**config.mk**
```make
export PLATFORM = sky130hd
export DESIGN_NAME = meas_accumulator
export DESIGN_NICKNAME = d
export VERILOG_FILES = /design/src/rtl/eit_meas_pkg.sv /design/src/rtl/cycle_timer.sv /design/src/rtl/meas_accumulator.sv
export SDC_FILE = /design/constraint.sdc
export NUM_CORES = 1
export LEC_CHECK = 0
export ABC_AREA = 1
export CELL_PAD_IN_SITES_DETAIL_PLACEMENT = 0
export CELL_PAD_IN_SITES_GLOBAL_PLACEMENT = 2
export CORE_ASPECT_RATIO = 1.1
export CORE_MARGIN = 2
export CORE_UTILIZATION = 33
export CTS_BUF_LIST = sky130_fd_sc_hd__clkbuf_8
export DETAILED_ROUTE_END_ITERATION = 8
export GPL_ROUTABILITY_DRIVEN = 0
export PLACE_DENSITY_LB_ADDON = 0.3
export SLEW_MARGIN = 20
export SYNTH_ARGS = -nofsm -noshare
export SYNTH_HDL_FRONTEND = slang
export SYNTH_SLANG_ARGS = --single-unit
```
**constraint.sdc**
```tcl
create_clock -name clk -period 3.2 [get_ports clk]
set_input_delay 0.8 -clock clk [delete_from_list [all_inputs] [get_ports clk]]
set_output_delay 0.8 -clock clk [all_outputs]
set_load 0.1 [all_outputs]
```
**src/rtl/eit_meas_pkg.sv**
```systemverilog
// Shared FSM encoding and interface widths for the EIT measurement chain.
// Imported by the measurement accumulator and its cycle timer.
package eit_meas_pkg;

  typedef enum logic [2:0] {
    ST_IDLE    = 3'd0,
    ST_SETTLE  = 3'd1,
    ST_CONVERT = 3'd2,
    ST_WAIT    = 3'd3,
    ST_OUTPUT  = 3'd4
  } meas_state_t;

  localparam int ADC_W  = 16;
  localparam int STEP_W = 8;
  localparam int TMR_W  = 16;

  // Accumulator grows by log2(N) bits so a full run of extreme samples cannot wrap.
  function automatic int acc_width(input int num_samples);
    return ADC_W + $clog2(num_samples);
  endfunction

endpackage

```
**src/rtl/cycle_timer.sv**
```systemverilog
// Loadable down-counter shared by the settle delay and the ADC timeout.
// o_expired is high while the count sits at zero.
module cycle_timer
  import eit_meas_pkg::*;
#(
  parameter int W = TMR_W
) (
  input  logic         clk,
  input  logic         rst,
  input  logic         i_load,
  input  logic [W-1:0] i_load_val,
  input  logic         i_en,
  output logic         o_expired
);

  logic [W-1:0] r_count;

  always_ff @(posedge clk or posedge rst) begin
    if (rst) begin
      r_count <= '0;
    end else if (i_load) begin
      r_count <= i_load_val;
    end else if (i_en && (r_count != '0)) begin
      r_count <= r_count - W'(1);
    end
  end

  assign o_expired = (r_count == '0);

endmodule

```
**src/rtl/meas_accumulator.sv**
```systemverilog
// Per-step ADC averaging: settle, run NUM_SAMPLES conversions, present the
// arithmetic mean (floor) with the step index on a valid/ready result port.
module meas_accumulator
  import eit_meas_pkg::*;
#(
  parameter int SETTLE_CYCLES  = 64,
  parameter int NUM_SAMPLES    = 16,
  parameter int TIMEOUT_CYCLES = 1024
) (
  input  logic                     clk,
  input  logic                     rst,
  input  logic                     step_done,
  input  logic [STEP_W-1:0]        mux_cmd,
  output logic                     adc_conv,
  input  logic signed [ADC_W-1:0]  adc_data,
  input  logic                     adc_valid,
  output logic signed [ADC_W-1:0]  res_data,
  output logic [STEP_W-1:0]        res_step,
  output logic                     res_err,
  output logic                     res_valid,
  input  logic                     res_ready,
  output logic                     busy,
  output logic                     overrun
);

  localparam int LOG2N = $clog2(NUM_SAMPLES);
  localparam int ACC_W = acc_width(NUM_SAMPLES);
  localparam int CNT_W = LOG2N + 1;

  // The timer reads zero on the last cycle of each interval, hence the -1 loads.
  localparam logic [TMR_W-1:0] SETTLE_LD = TMR_W'(SETTLE_CYCLES - 1);
  localparam logic [TMR_W-1:0] TMO_LD    = TMR_W'(TIMEOUT_CYCLES - 1);
  localparam logic [CNT_W-1:0] LAST_CNT  = CNT_W'(NUM_SAMPLES - 1);

  meas_state_t r_state;
  meas_state_t w_state_nxt;

  logic signed [ACC_W-1:0]  r_acc;
  logic [CNT_W-1:0]         r_cnt;
  logic signed [ADC_W-1:0]  r_res_data;
  logic [STEP_W-1:0]        r_res_step;
  logic                     r_res_err;
  logic                     r_overrun;

  logic                     w_tmr_load;
  logic [TMR_W-1:0]         w_tmr_val;
  logic                     w_tmr_en;
  logic                     w_tmr_expired;
  logic                     w_start;
  logic                     w_sample;
  logic                     w_last;
  logic                     w_timeout;
  logic signed [ACC_W-1:0]  w_acc_sum;

  function automatic logic signed [ADC_W-1:0] avg_trunc(input logic signed [ACC_W-1:0] acc);
    logic signed [ACC_W-1:0] shifted;
    shifted = acc >>> LOG2N;
    return shifted[ADC_W-1:0];
  endfunction

  cycle_timer #(
    .W (TMR_W)
  ) u_timer (
    .clk        (clk),
    .rst        (rst),
    .i_load     (w_tmr_load),
    .i_load_val (w_tmr_val),
    .i_en       (w_tmr_en),
    .o_expired  (w_tmr_expired)
  );

  assign w_acc_sum = r_acc + ACC_W'(adc_data);

  always_ff @(posedge clk or posedge rst) begin
    if (rst) begin
      r_state <= ST_IDLE;
    end else begin
      r_state <= w_state_nxt;
    end
  end

  always_comb begin
    w_state_nxt = r_state;
    w_tmr_load  = 1'b0;
    w_tmr_val   = SETTLE_LD;
    w_tmr_en    = 1'b0;
    w_start     = 1'b0;
    w_sample    = 1'b0;
    w_last      = 1'b0;
    w_timeout   = 1'b0;
    unique case (r_state)
      ST_IDLE: begin
        if (step_done) begin
          w_start     = 1'b1;
          w_tmr_load  = 1'b1;
          w_tmr_val   = SETTLE_LD;
          w_state_nxt = ST_SETTLE;
        end
      end
      ST_SETTLE: begin
        if (w_tmr_expired) begin
          w_state_nxt = ST_CONVERT;
        end else begin
          w_tmr_en = 1'b1;
        end
      end
      ST_CONVERT: begin
        w_tmr_load  = 1'b1;
        w_tmr_val   = TMO_LD;
        w_state_nxt = ST_WAIT;
      end
      ST_WAIT: begin
        // A sample landing on the final timeout cycle still counts.
        if (adc_valid) begin
          w_sample = 1'b1;
          if (r_cnt == LAST_CNT) begin
            w_last      = 1'b1;
            w_state_nxt = ST_OUTPUT;
          end else begin
            w_state_nxt = ST_CONVERT;
          end
        end else if (w_tmr_expired) begin
          w_timeout   = 1'b1;
          w_state_nxt = ST_OUTPUT;
        end else begin
          w_tmr_en = 1'b1;
        end
      end
      ST_OUTPUT: begin
        if (res_ready) begin
          w_state_nxt = ST_IDLE;
        end
      end
      default: begin
        w_state_nxt = ST_IDLE;
      end
    endcase
  end

  always_ff @(posedge clk or posedge rst) begin
    if (rst) begin
      r_acc      <= '0;
      r_cnt      <= '0;
      r_res_data <= '0;
      r_res_step <= '0;
      r_res_err  <= 1'b0;
      r_overrun  <= 1'b0;
    end else begin
      r_overrun <= step_done && (r_state != ST_IDLE);
      if (w_start) begin
        r_acc      <= '0;
        r_cnt      <= '0;
        r_res_step <= mux_cmd;
        r_res_err  <= 1'b0;
      end else if (w_sample) begin
        r_acc <= w_acc_sum;
        r_cnt <= r_cnt + CNT_W'(1);
        if (w_last) begin
          r_res_data <= avg_trunc(w_acc_sum);
        end
      end else if (w_timeout) begin
        r_res_err  <= 1'b1;
        r_res_data <= '0;
      end
    end
  end

  assign adc_conv  = (r_state == ST_CONVERT);
  assign res_valid = (r_state == ST_OUTPUT);
  assign busy      = (r_state != ST_IDLE);
  assign overrun   = r_overrun;
  assign res_data  = r_res_data;
  assign res_step  = r_res_step;
  assign res_err   = r_res_err;

endmodule

```
After elaboration in Yosys (flattened, before gate mapping) --
Cells that the tools add are included. W data, S select, Z words.
Cells by class: add/subtract/negate cells 3, mux-type cells 34, equal/unequal tests 11, bitwise logic cells 1, reductions and logical operators 13
Operators by type and width (number):
- $mux W16 | 5
- $mux W20 | 2
- $add A20 B16 Y20 | 1
- $mux W3 | 6
- $logic_not A16 Y1 | 1
- $reduce_bool A16 Y1 | 1
- $sub A16 B1 Y16 const B | 1
- $mux W1 | 15
- $pmux W3 S5 | 1
- $mux W10 | 1
- $mux W5 | 2
- $reduce_bool A2 Y1 | 4
- $eq A3 B2 Y1 const B | 2
- $ne A2 B1 Y1 const B | 3
- $add A5 B1 Y5 const B | 1
- $eq A5 B4 Y1 const B | 1
- $ne A2 B2 Y1 const B | 2
- $pmux W1 S2 | 2
- $reduce_and A4 Y1 | 1
- $eq A3 B1 Y1 const B | 1
- $eq A3 B3 Y1 const B | 1
- $logic_not A3 Y1 | 1
- $ne A3 B2 Y1 const B | 1
- $reduce_and A3 Y1 | 1
- 4 further kinds | 5
Storage, ports and cells: register bits 70, word-level logic and storage cells 70, output and inout port bits 29, input bits 29

Longest topological paths before layout --
depth after elaboration 7, mapped depth 13, depth with buffers taken out 13

Cells and area by module --
A second synthesis with hierarchy kept.
Second synthesis, totals: cells, all modules 637, area, all modules 4484.3 µm²
By module, submodules not included:
- meas_accumulator | area an instance 3358.2 µm², instances 1, seq. area each 1351.3 µm², cells each 467
- cycle_timer | area an instance 1126.1 µm², instances 1, seq. area each 400.4 µm², cells each 170

Worst setup path before layout --
OpenSTA, ideal clock, no wires.
path type register to output, start reg r_state[1], end out res_valid, buffers on the path 0, slack -0.174 ns, required time 2.400 ns, arrival time 2.574 ns, stages on the path, launching flop included 2, path through dfrtp_1 -> nor3_1
Between the ends: word-level cells in the longest chain between the ends 1
RTL lines:
- from (decl) | line meas_accumulator.sv:35 | meas_state_t r_state;
- from (signal assigned) | line meas_accumulator.sv:78 | r_state <= w_state_nxt;
- $eq A3 B3 Y1 | line meas_accumulator.sv:169 | assign res_valid = (r_state == ST_OUTPUT);
- to (decl) | line meas_accumulator.sv:20 | output logic res_valid,
Every way passes these cells.

Final worst setup path --
start in adc_data[0], end reg r_acc[12]
Between the ends: word-level cells in the longest chain between the ends 3
RTL lines:
- from (decl) | line meas_accumulator.sv:15 | input logic signed [ADC_W-1:0] adc_data,
- $add A20 B16 Y20 | line meas_accumulator.sv:72 | assign w_acc_sum = r_acc + ACC_W'(adc_data);
- $mux W20 | line meas_accumulator.sv:155 | end else if (w_sample) begin
- $mux W20 | line meas_accumulator.sv:150 | if (w_start) begin
- to (signal assigned) | line meas_accumulator.sv:156 | r_acc <= w_acc_sum;
- to (decl) | line meas_accumulator.sv:38 | logic signed [ACC_W-1:0] r_acc;
Every way passes these cells. The select of a mux whose other input is x is not followed. A chain may end at the register's enable or synchronous reset.

==> flow_metrics.env <==
export IMPL_grt_overflow=0
export IMPL_drc=0
export IMPL_insertion_delay_ns=0.37
export IMPL_track_usage=0.167
export IMPL_fin_total_pwr_mw=4.24
export IMPL_final_nets=713
export IMPL_whs_endpoint="res_step[4]"
export IMPL_critPathArrivalTime_ns=2.78
export IMPL_drtIter0Drc=147
export IMPL_drive_gt1_frac=0.137
export IMPL_syn_inst=596
export IMPL_place_ws_ns=0.315
export IMPL_synth_top_area_share=0.397
export IMPL_start_kind="primary input"
export IMPL_crit_fanout=3
export IMPL_cap_violations=0
export IMPL_outcome="finished clean"
export IMPL_holdPathStages=2
export IMPL_layout_commonest_cell="nand2_1"
export IMPL_fin_area_um2=5280
export IMPL_final_cell_mix="nand2_1, dfrtp_1, inv_1, nand3_1, nor2_1"
export IMPL_diodes=0
export IMPL_htree_num_levels=3
export IMPL_syn_nets=649
export IMPL_dp_cells=810
export IMPL_placed_cell_area_um2=5090
export IMPL_cts_resized=0
export IMPL_cts_tree="yes"
export IMPL_synth_cell_types=41
export IMPL_clkTransAtPathRegs_ns=0.08
export IMPL_via_per_inst=4.74
export IMPL_worstReg2RegEnd="r_acc[12]"
export IMPL_hold_buffers=0
export IMPL_holdWs_ns=0.477
export IMPL_grt_pass1_wl_um=18700
export IMPL_rsz0062_at_grt="no"
export IMPL_dieArea_um2=14300
export IMPL_relSlewSlack=0.678
export IMPL_yosysSeqAreaShare=0.397
export IMPL_setup_tns_ns=0
export IMPL_ys_top_cells_by_area="dfrtp_1, nand2_1, ha_1, nand3_1, inv_1"
export IMPL_fillCellCount=1392
export IMPL_ioPinCount=58
export IMPL_dieWidth_um=114
export IMPL_syn_area_um2=4410
export IMPL_r2r_start="r_acc[0]"
export IMPL_slew_violations=0
export IMPL_grt_max_degree=52
export IMPL_p_leak_nw=2.77
export IMPL_final_cell_count_no_fill=826
export IMPL_max_freq_ghz=0.397
export IMPL_ant_nets=0
export IMPL_min_from="res_step[4]"
export IMPL_area_delta_synth_final_pct=19.6
export IMPL_layout_setup_ws_ns=0.681
export IMPL_dp_hpwl_um=8580
export IMPL_synth_area_leader_cell="dfrtp_1"
export IMPL_rows=44
export IMPL_crit_required_ns=3.46
export IMPL_synth_seq_cells=70
export IMPL_start_util=0.335
export IMPL_detail_route_wl_per_cell_um=13.8
export IMPL_power_density_nw_per_um2=803
export IMPL_first_pass_iters=6
export IMPL_root_buffer="clkbuf_8"
export IMPL_cts_buffer_depth=2
export IMPL_reg2reg_slack_ns=1.21
export IMPL_port_buffers=57
export IMPL_fin_crit_sh=0.787
export IMPL_wirelength_um=11400
export IMPL_setup_viol=0
export IMPL_tightest_slew_ns=0.482
export IMPL_ir_worst_vdd_mv=0.565
export IMPL_postCtsSetupBuffers=0
export IMPL_antenna_found_initial=0
export IMPL_dr_total_vias=3918
export IMPL_fp_dieH_um=125
export IMPL_core_region_area_um2=13200
export IMPL_finalHoldViolCount=0
export IMPL_critPathKind="primary input to register"
export IMPL_utilization=0.401
export IMPL_hold_path_class="register to register"
export IMPL_r2r_cells=13
export IMPL_min_period_ns=2.52
export IMPL_synth_avg_cell_area_um2=7.40
export IMPL_cts_sinks=70
export IMPL_cts_made_buffers=9
export IMPL_final_setup_skew_ns=0.0119
export IMPL_yosys_warnings=0
export IMPL_critPathCaptureType="register"
export IMPL_grt_pass1_vias=3819
layer usage:
| layer | up-vias | share of wire | global-route usage |
|---|---|---|---|
| met3 | 18 | 0.032 | 0.0257 |
| li1 | 2038 | - | - |
| met5 | - | 0 | 0 |
| met2 | 64 | 0.48 | 0.281 |
| met1 | 1798 | 0.46 | 0.210 |
| met4 | 0 | 0.025 | 0.0717 |
synth_stat cells, drive strengths merged:
master / instances
and2: 3
o22ai: 2
o211ai: 1
nand3: 50
buf: 8
ha: 23
o41ai: 1
a21boi: 1
nand2: 218
nor3: 7
fa: 1
dfrtp: 70
xnor2: 4
o21a: 1
inv: 73
xor2: 7
o21ai: 30
nor4: 1
nand3b: 8
or2: 1
nand4: 5
o21bai: 1
a22o: 1
a21oi: 26
nor2: 52
a31oi: 1
how the worst max path moves through the flow:
stage,startpoint,endpoint,slack (ns)
after floorplan,rst,overrun,0.63
after global placement,adc_data[0],res_data[12],0.36
after detailed placement,adc_data[0],r_acc[12],0.32
after CTS,adc_data[0],r_acc[12],0.70
after global routing,adc_data[0],res_data[8],0.45
final,adc_data[0],r_acc[12],0.68
worst max-delay path: stages:
cell	delay, ns
clkdlybuf4s50_1	0.46
ha_1	0.17
inv_1	0.05
fa_1	0.40
inv_1	0.12
nand3_1	0.09
nand3_1	0.13
nand2_1	0.07
nand2_1	0.14
nand2_1	0.09
nand2_1	0.06
nand2_1	0.06
nand3_1	0.08
nand2_1	0.05
final cells by class:
| type | count | area (um^2) | share of cell area |
|---|---|---|---|
| Multi-Input combinational cell | 445 | 2320 | 0.440 |
| Sequential cell | 70 | 1750 | 0.332 |
| Timing Repair Buffer | 61 | 541 | 0.102 |
| Inverter | 73 | 277 | 0.0524 |
| Tap cell | 161 | 201 | 0.0382 |
| Clock buffer | 10 | 138 | 0.0261 |
| Clock inverter | 6 | 46.3 | 0.00877 |
power by group:
group	internal (mW)	switching [mW]	total (mW)
Combinational	0.679	1.60	2.28
Sequential	1.11	0.164	1.28
Clock	0.306	0.379	0.685
Total	2.10	2.14	4.24
sequential cells by signal, indices dropped and copies added, names as in the netlist:
| signal | count |
|---|---|
| r_acc | 20 |
| overrun | 1 |
| u_timer.r_count | 16 |
| r_state | 3 |
| res_data | 16 |
| res_step | 8 |
| res_err | 1 |
| r_cnt | 5 |
cells by family after synthesis:
| kind of cell | Yosys count | share of synthesized area |
|---|---|---|
| buffers and inverters | 81 | 0.0774 |
| AND/OR/NAND/NOR | 345 | 0.349 |
| adder cells (fa/ha/maj) | 24 | 0.0697 |
| AO/OA/AOI/OAI | 65 | 0.0853 |
| flip-flops | 70 | 0.397 |
| XOR/XNOR | 11 | 0.0218 |
Note: power is estimated with default switching activity, not from simulation.
